--- src/rtl/i2c_reg_pkg.sv ---
// Shared types and defaults for the I2C register-file controller.
// Build option: define I2C_REG_CTRL_AUTOINC_EN for pointer auto-increment.
package i2c_reg_pkg;

  localparam int unsigned DefaultAw     = 4;
  localparam logic [7:0]  DefaultRstVal = 8'h00;

  typedef enum logic [1:0] {
    StIdle,
    StWaitPtr,
    StWrData,
    StRdData
  } state_e;

endpackage

--- src/rtl/i2c_regfile.sv ---
// 2^AW x 8 register bank: one synchronous write port, two async read ports.
module i2c_regfile import i2c_reg_pkg::*; #(
  parameter int unsigned AW      = DefaultAw,
  parameter logic [7:0]  RST_VAL = DefaultRstVal
) (
  input  logic          clk6x,
  input  logic          resetn,
  input  logic          we_i,
  input  logic [AW-1:0] waddr_i,
  input  logic [7:0]    wdata_i,
  input  logic [AW-1:0] raddr_a_i,
  output logic [7:0]    rdata_a_o,
  input  logic [AW-1:0] raddr_b_i,
  output logic [7:0]    rdata_b_o
);

  localparam int unsigned Depth = 2 ** AW;

  logic [7:0] mem_q [Depth];

  // Register storage with synchronous reset to RST_VAL.
  always_ff @(posedge clk6x) begin
    if (!resetn) begin
      mem_q <= '{default: RST_VAL};
    end else if (we_i) begin
      mem_q[waddr_i] <= wdata_i;
    end
  end

  assign rdata_a_o = mem_q[raddr_a_i];
  assign rdata_b_o = mem_q[raddr_b_i];

endmodule

--- src/rtl/i2c_reg_ctrl.sv ---
// I2C slave byte stream to indexed register accesses, sharing the bank with a CPU port.
// Build option: I2C_REG_CTRL_AUTOINC_EN enables pointer auto-increment on data/dequeue.
module i2c_reg_ctrl import i2c_reg_pkg::*; #(
  parameter int unsigned AW      = DefaultAw,
  parameter logic [7:0]  RST_VAL = DefaultRstVal
) (
  input  logic          clk6x,
  input  logic          resetn,
  input  logic          devsel_i,
  input  logic          rw_bit_i,
  input  logic [7:0]    rxbyte_i,
  input  logic          rxbyte_v_i,
  output logic [7:0]    txbyte_o,
  input  logic          txbyte_deq_i,
  input  logic          tx_nacked_i,
  input  logic          cpu_req_i,
  input  logic          cpu_we_i,
  input  logic [AW-1:0] cpu_addr_i,
  input  logic [7:0]    cpu_wdata_i,
  output logic          cpu_ack_o,
  output logic [7:0]    cpu_rdata_o,
  output logic          i2c_wr_o,
  output logic [AW-1:0] i2c_wr_addr_o,
  output logic [AW-1:0] ptr_o
);

`ifdef I2C_REG_CTRL_AUTOINC_EN
  localparam bit AutoInc = 1'b1;
`else
  localparam bit AutoInc = 1'b0;
`endif

  state_e        state_q;
  logic          devsel_q;
  logic [AW-1:0] ptr_q;
  logic          i2c_wr_q;
  logic [AW-1:0] i2c_wr_addr_q;
  logic          cpu_ack_q;
  logic [7:0]    cpu_rdata_q;
  logic [7:0]    txbyte_q;

  logic          i2c_we;
  logic          cpu_grant;
  logic          rf_we;
  logic [AW-1:0] rf_waddr;
  logic [7:0]    rf_wdata;
  logic [7:0]    rd_ptr_data;
  logic [7:0]    rd_cpu_data;

  // A NACK never moves the pointer; the FSM just waits in RdData for devsel to drop.
  logic unused_nack;
  assign unused_nack = tx_nacked_i;

  // I2C data writes cannot stall, so the CPU is only granted in cycles without one.
  // The ack cycle itself blocks a new grant, so a held request re-issues one cycle later.
  assign i2c_we    = devsel_i && rxbyte_v_i && (state_q == StWrData);
  assign cpu_grant = cpu_req_i && !i2c_we && !cpu_ack_q;

  // Single write-port mux; i2c_we and cpu_grant are mutually exclusive.
  always_comb begin
    rf_we    = i2c_we || (cpu_grant && cpu_we_i);
    rf_waddr = i2c_we ? ptr_q : cpu_addr_i;
    rf_wdata = i2c_we ? rxbyte_i : cpu_wdata_i;
  end

  i2c_regfile #(
    .AW      (AW),
    .RST_VAL (RST_VAL)
  ) u_regfile (
    .clk6x     (clk6x),
    .resetn    (resetn),
    .we_i      (rf_we),
    .waddr_i   (rf_waddr),
    .wdata_i   (rf_wdata),
    .raddr_a_i (ptr_q),
    .rdata_a_o (rd_ptr_data),
    .raddr_b_i (cpu_addr_i),
    .rdata_b_o (rd_cpu_data)
  );

  // Transfer FSM, register pointer and I2C write notification.
  always_ff @(posedge clk6x) begin
    if (!resetn) begin
      state_q       <= StIdle;
      devsel_q      <= 1'b0;
      ptr_q         <= '0;
      i2c_wr_q      <= 1'b0;
      i2c_wr_addr_q <= '0;
    end else begin
      devsel_q <= devsel_i;
      i2c_wr_q <= i2c_we;
      if (i2c_we) begin
        i2c_wr_addr_q <= ptr_q;
      end
      if (!devsel_i) begin
        state_q <= StIdle;
      end else begin
        unique case (state_q)
          StIdle: begin
            if (!devsel_q) begin
              state_q <= rw_bit_i ? StRdData : StWaitPtr;
            end
          end
          StWaitPtr: begin
            if (rxbyte_v_i) begin
              ptr_q   <= rxbyte_i[AW-1:0];
              state_q <= StWrData;
            end
          end
          StWrData: begin
            if (rxbyte_v_i && AutoInc) begin
              ptr_q <= ptr_q + 1'b1;
            end
          end
          StRdData: begin
            if (txbyte_deq_i && AutoInc) begin
              ptr_q <= ptr_q + 1'b1;
            end
          end
          default: state_q <= StIdle;
        endcase
      end
    end
  end

  // CPU ack/read data and the transmit byte, forwarded from a same-cycle write to ptr.
  always_ff @(posedge clk6x) begin
    if (!resetn) begin
      cpu_ack_q   <= 1'b0;
      cpu_rdata_q <= '0;
      txbyte_q    <= RST_VAL;
    end else begin
      cpu_ack_q <= cpu_grant;
      if (cpu_grant && !cpu_we_i) begin
        cpu_rdata_q <= rd_cpu_data;
      end
      txbyte_q <= (rf_we && (rf_waddr == ptr_q)) ? rf_wdata : rd_ptr_data;
    end
  end

  assign txbyte_o      = txbyte_q;
  assign cpu_ack_o     = cpu_ack_q;
  assign cpu_rdata_o   = cpu_rdata_q;
  assign i2c_wr_o      = i2c_wr_q;
  assign i2c_wr_addr_o = i2c_wr_addr_q;
  assign ptr_o         = ptr_q;

endmodule

--- config.mk ---
export PLATFORM = sky130hd
export DESIGN_NAME = i2c_reg_ctrl
export DESIGN_NICKNAME = d
export VERILOG_FILES = /design/src/rtl/i2c_reg_pkg.sv /design/src/rtl/i2c_regfile.sv /design/src/rtl/i2c_reg_ctrl.sv
export SDC_FILE = /design/constraint.sdc
export NUM_CORES = 1
export LEC_CHECK = 0
export ABC_AREA = 1
export CAP_MARGIN = 20
export CORE_MARGIN = 1
export CORE_UTILIZATION = 65
export CTS_BUF_LIST = sky130_fd_sc_hd__clkbuf_16
export DETAILED_ROUTE_END_ITERATION = 6
export GPL_TIMING_DRIVEN = 0
export HOLD_SLACK_MARGIN = 0.1
export PLACE_DENSITY = 0.86
export SETUP_SLACK_MARGIN = 0.1
export SLEW_MARGIN = 20
export SYNTH_ARGS = -nofsm -noshare
export SYNTH_HDL_FRONTEND = slang
export SYNTH_SLANG_ARGS = --single-unit
--- constraint.sdc ---
create_clock -name clk6x -period 4.1 [get_ports clk6x]
set_clock_uncertainty 0.05 [all_clocks]
set_input_delay 0.41 -clock clk6x [delete_from_list [all_inputs] [get_ports clk6x]]
set_output_delay 0.41 -clock clk6x [all_outputs]
set_load 0.01 [all_outputs]
# After elaboration in Yosys (flattened, before gate mapping)
# Cells that the tools add are included.
# totals
reg_bits,157
out_inout_bits,26
wordCells,69
# classes
magnitude_cmp,4
n_eq_ne,5
n_mux,16
bitwise,3
reduce_logical,17
# op_table
cell,count
$bwmux 128,1
$bmux 8 s4,2
$mux 8,7
$demux 8 s4,1
$ge 5x5->1 const B,3
$not 4->5,3
$logic_and 1x1->1,8
$mux 2,3
$reduce_and 3->1,2
$lt 5x1->1 const B,1
$eq 4x4->1,1
$mux 4,1
$ne 2x2->1 const B,2
$pmux 2 s2,1
$logic_not 1->1,3
$eq 2x1->1 const B,1
$eq 2x2->1 const B,1
$logic_not 2->1,1
$reduce_and 2->1,1
$reduce_bool 2->1,1
$logic_or 1x1->1,1

# Depth between registers and ports, before layout
# logic_depth
depth_word,9
ltp_mapped,12
depth_no_buf,11

# Hierarchy
# Synthesis repeated with hierarchy kept, for this count alone.
# hier_totals
hier_cells,1373
area_unflattened_um2,8638.3
# modules_own_cells
module,instances,cells_per_inst,area_each_um2
i2c_regfile,1,1184,7268.2
i2c_reg_ctrl,1,189,1370.1

# Worst setup path after synthesis
# No wires, ideal clock.
# synth_path
path_kind,input -> register
from,input port devsel_i
to,"register txbyte_q[0], in the netlist txbyte_o[0]"
arrival_ns,1.631
required_time_ns,3.940
slack_ns,2.309
stages,11
path_buffers,3
cell_sequence,nand2_1 > inv_1 > nand2_2 > buf_6 > inv_2 > buf_2 > o21ai_2 > buf_4 > nand3_1 > nand2_1 > nor2_1
# synth_via
elab_chain_cells,9
elab_cells_between_ends,12
classes_between,1 x eq/ne; 3 x mux; 8 x reduce/logical
# synth_lines
item,line,text
"start, declared",i2c_reg_ctrl.sv:9,"input logic devsel_i,"
$logic_and 1x1->1 * (2 in series),i2c_reg_ctrl.sv:56,assign i2c_we = devsel_i && rxbyte_v_i && (state_q == StWrData);
$logic_not 1->1,i2c_reg_ctrl.sv:57,assign cpu_grant = cpu_req_i && !i2c_we && !cpu_ack_q;
$logic_and 1x1->1 (2 in series),i2c_reg_ctrl.sv:57,
$logic_and 1x1->1,i2c_reg_ctrl.sv:61,rf_we = i2c_we || (cpu_grant && cpu_we_i);
$logic_or 1x1->1,i2c_reg_ctrl.sv:61,
$logic_and 1x1->1,i2c_reg_ctrl.sv:137,txbyte_q <= (rf_we && (rf_waddr == ptr_q)) ? rf_wdata : rd_ptr_data;
$mux 8 *,i2c_reg_ctrl.sv:137,
"end signal, assigned",i2c_reg_ctrl.sv:137,
"end, declared",i2c_reg_ctrl.sv:40,logic [7:0] txbyte_q;
# Every way passes the cells marked *; elsewhere a longest branch is shown, timed or not.
# A chain may end at the register's enable or synchronous reset.

# Worst setup path in the final report
# layout_path
from,"register ptr_q[0], in the netlist ptr_o[0]"
to,"register txbyte_q[5], in the netlist txbyte_o[5]"
# layout_via
elab_chain_cells,5
elab_cells_between_ends,8
classes_between,1 x eq/ne; 5 x mux; 1 x bitwise; 1 x reduce/logical
# layout_lines
item,line,text
"start, declared",i2c_reg_ctrl.sv:35,logic [AW-1:0] ptr_q;
"start signal, assigned",i2c_reg_ctrl.sv:106,ptr_q <= rxbyte_i[AW-1:0];
"start signal, assigned",i2c_reg_ctrl.sv:112,ptr_q <= ptr_q + 1'b1;
"start signal, assigned",i2c_reg_ctrl.sv:117,ptr_q <= ptr_q + 1'b1;
$not 4->5 (not written as such),i2c_regfile.sv:30,assign rdata_a_o = mem_q[raddr_a_i];
$bmux 8 s4,i2c_regfile.sv:30,
$mux 8 (not written as such) (2 in series),i2c_regfile.sv:30,
$mux 8 *,i2c_reg_ctrl.sv:137,
# Every way passes the cells marked *; elsewhere a longest branch is shown, timed or not. The select of a mux whose other input is x is not followed.

==> impl_metrics.toml <==
[logic_synthesis]
dominantRegCellSynth = "sky130_fd_sc_hd__dfxtp_1"
post_synth_and_or_nand_nor_area_fraction_pct = 45.2
yosys.area.top_type = "sky130_fd_sc_hd__dfxtp_1"
synth.top_cells.by_area = "sky130_fd_sc_hd__dfxtp_1, sky130_fd_sc_hd__nand2_1, sky130_fd_sc_hd__nand3_1, sky130_fd_sc_hd__nor2_1, sky130_fd_sc_hd__inv_1"
ys_seq_area_share_pct = 34.0
synth.top_cells.by_count = "sky130_fd_sc_hd__nand2_1, sky130_fd_sc_hd__nor2_1, sky130_fd_sc_hd__nand3_1, sky130_fd_sc_hd__dfxtp_1, sky130_fd_sc_hd__inv_1"
synth_fa_ha_area_share_pct = 0
number_of_flops_mapped_to_enable_cells_by_yosys = 0
syn-instance-count = 1545
synth.mux.area_fraction_pct = 0
area_share_of_xor_xnor_cells_in_the_synthesized_design_pct = 0
synth_area_um2 = 9250
syn_area_per_cell_um2 = 5.99
synth_top_family_by_area = "simple AND/OR/NAND/NOR gates"
synth-compound-area-share_pct = 9.25
synth_fp_nets = 1574
ys_ff_latch = 157
yosysMostFrequentCell = "sky130_fd_sc_hd__nand2_1"
share_of_the_synthesized_area_in_the_top_cell_type_pct = 34.0
ys_types = 27
synth-async-reset-ratio_pct = 0
yosys_warnings = 0

[floorplanning]
ios = 55
total_die_area_um2 = 14700
dieHeight_um = 121
placeable_core_region_um2 = 13900
floorplan.rows = 43
width_of_the_chip_um = 121
floorplan.initialDensity_pct = 66.6

[route]
avgViaCountPerCell = 6.17
vias = 11100
routedWlPerCell_um = 21.3
ant_nets = 0
drc = 1
route.final.wire_length_um = 38400
detail_route.first_pass.iterations = 7
drt-initial-drc-count = 1955

[placed_design]
dp_worst_setup_slack_ns = 1.14
place.detailed.hpwl_um = 27000
buffer_ports.inserted = 48
place_congestion = 1.14

[sta]
finalHoldWorstSlack_ns = 0.428
final_total_negative_setup_slack_ns = 0
report.final.slew_viol_count = 0
unrepaired_setup_endpoints_after_global_routing = "false"
final_period_minus_worst_setup_slack_ns = 2.83
maxClockFrequency_mhz = 353
final_critical_path_setup_slack_ns = 1.27
worstMarginPinSlew_ns = 1.05
report.final.setup_viol = 0
fin_hold_viols = 0
max_slew_margin_vs_limit_pct = 30.1
min_period_over_period_pct = 69.1

[critical_path]
reg2reg_slack_ns = 1.27
critical_path.endpoint_type = "register"
critical_path_peak_fanout = 10
critical_path.startpoint_type = "register"
required_ns = 4.39
worst_path_max_delay_cell = "sky130_fd_sc_hd__clkbuf_1"
path_delay_family = "buffers and inverters"
crit_arrival_ns = 3.12
ff2ff_path_depth = 11
cp_cell_sequence = "clkbuf_1, clkbuf_1, nand2_1, nand3_1, nand3_1, nand2_1, nand2_1, nand2_1, nand2_1, inv_1, nor2_1"
r2r_end = "txbyte_o[5]"
worstReg2RegStart = "ptr_o[0]"
crit_path_frequent_cell = "sky130_fd_sc_hd__nand2_1"
crit_buf_inv = 3
cpPeakStageDelay_ns = 0.79
timing_worst_setup_path_type = "register to register"

[finish]
register_area_um2 = 3140
utilization_pct = 76.0
area_growth_pct = 14.0
antenna_cells_inserted = 0
multi_input_comb_area_um2 = 5040
share_of_post_route_cells_with_drive_strength_above_1_pct = 7.69
fillerInstances = 1095
finish.net_count = 1641

[global_routing]
first_pass_grt_wire_length_um = 57000
via_count_of_the_first_global_routing_pass = 10100
grt.overflow.total = 0
grt_start_max_net_pins = 17
grt_antenna_before_repair = 0
groute.usage.overall_pct = 53.0

[run_status]
violations_in_the_final_reports = "DRC"
result_of_the_run = "finished with violations"

[pwr]
p_leak_nw = 4.41
seq_power_share_pct = 41.4
power.share.switching_pct = 30.8
max-vdd-ir-drop_mv = 0.416
logic_gate_share_of_total_power_pct = 15.7
total_power_mw = 3.81
internal-power_mw = 2.64
clk_network_pwr_share_pct = 42.9
pd_cells_nw_per_um2 = 361
switchingPower_mw = 1.17

[clock_network]
cts-buffers-inserted = 17
cts_repair_resize_count = 0
clkLatencyLatePin_ns = 0.45
htree_levels = 4
cts.sink_count = 157
cts_root_buffer = "sky130_fd_sc_hd__clkbuf_16"
cts.clk_slew.worst_paths_ns = 0.07
clk_buf_depth = 2
cts_tree = "yes"
cts-hold-fix-buffers = 0
cts_post_setup_buffers_inserted = 0

[hold_path]
hold-path-cell-count = 2
holdCritStartpoint = "u_regfile.mem_q[39]"
min_to = "u_regfile.mem_q[39]"
hold_class = "register to register"

[flow_run]
timing.max_cap.violations = 0
-- worst reg2reg max path, cell delays in order, from the launching register on --
cell and delay, ns:
sky130_fd_sc_hd__dfxtp_1 0.43, sky130_fd_sc_hd__clkbuf_1 0.54, sky130_fd_sc_hd__clkbuf_1 0.79, sky130_fd_sc_hd__nand2_1 0.13, sky130_fd_sc_hd__nand3_1 0.14, sky130_fd_sc_hd__nand3_1 0.17
sky130_fd_sc_hd__nand2_1 0.18, sky130_fd_sc_hd__nand2_1 0.08, sky130_fd_sc_hd__nand2_1 0.06, sky130_fd_sc_hd__nand2_1 0.06, sky130_fd_sc_hd__inv_1 0.06, sky130_fd_sc_hd__nor2_1 0.04
-- power by group through the flow --
stage | Combinational, mW | Sequential, mW | Clock (mW)
after floorplan | 0.335 | 1.61 | 0
after global placement | 0.541 | 1.61 | 0
after detailed placement | 0.552 | 1.61 | 0
after CTS | 0.560 | 1.58 | 1.60
after global routing | 0.625 | 1.58 | 1.66
final | 0.598 | 1.58 | 1.63
-- sequential cells by signal, indices dropped and copies added (netlist names) --
signal	cells
ptr_o	4
cpu_rdata_o	8
txbyte_o	8
devsel_q	1
cpu_ack_o	1
i2c_wr_o	1
u_regfile.mem_q	128
i2c_wr_addr_o	4
state_q	2
-- worst max-delay path by stage --
stage / start / end / cells past startpoint
after global placement: rxbyte_v_i / txbyte_o[2] / 12
after detailed placement: devsel_i / txbyte_o[4] / 12
after global routing: ptr_o[0] / txbyte_o[5] / 11
after floorplan: devsel_i / txbyte_o[0] / 11
final: ptr_o[0] / txbyte_o[5] / 11
after CTS: ptr_o[0] / txbyte_o[5] / 11
-- layer usage --
metal	vias to the layer above	GRT usage [%]	wire length, um
met5	-	0	0
met2	1045	75.2	15300
met1	4858	64.3	13400
met4	0	34.3	2820
met3	244	23.8	6800
li1	4987	-	-
-- stage by stage --
step	std cells	area, um2
floorplan	1545	9250
global placement	1773	9960
detailed placement	1773	9960
CTS	1805	10500
global route	1805	10500
finish	1805	10500
-- placed cells by master, fill, tap and decap left out, drive strengths merged --
cell	netlist	routed
o21a	8	8
clkinv	4	8
bufinv	0	2
or2	11	11
a31oi	1	1
nor3	1	1
nand2	399	399
clkinvlp	0	3
nand3	266	266
clkdlybuf4s50	0	48
inv	163	169
dfxtp	157	157
buf	52	52
nand4	1	1
a21oi	50	50
nor2	299	299
o211ai	24	24
clkbuf	47	64
o21ai	62	62
-- area by class of cell --
cell class,instances,share of cell area [%]
multi-input cells,1122,47.8
well taps,180,2.14
plain buffers,99,4.21
inverters,167,5.95
repair buffers,48,4.56
clock buffers,17,4.03
flip-flops and latches,157,29.8
clock inverters,15,1.53
-- cell families after synthesis --
| logic type | count (synthesis) |
|---|---|
| compound gates | 145 |
| buf+inv | 266 |
| flops | 157 |
| simple gates | 977 |
No activity file was read; power rests on OpenSTA's default activity.
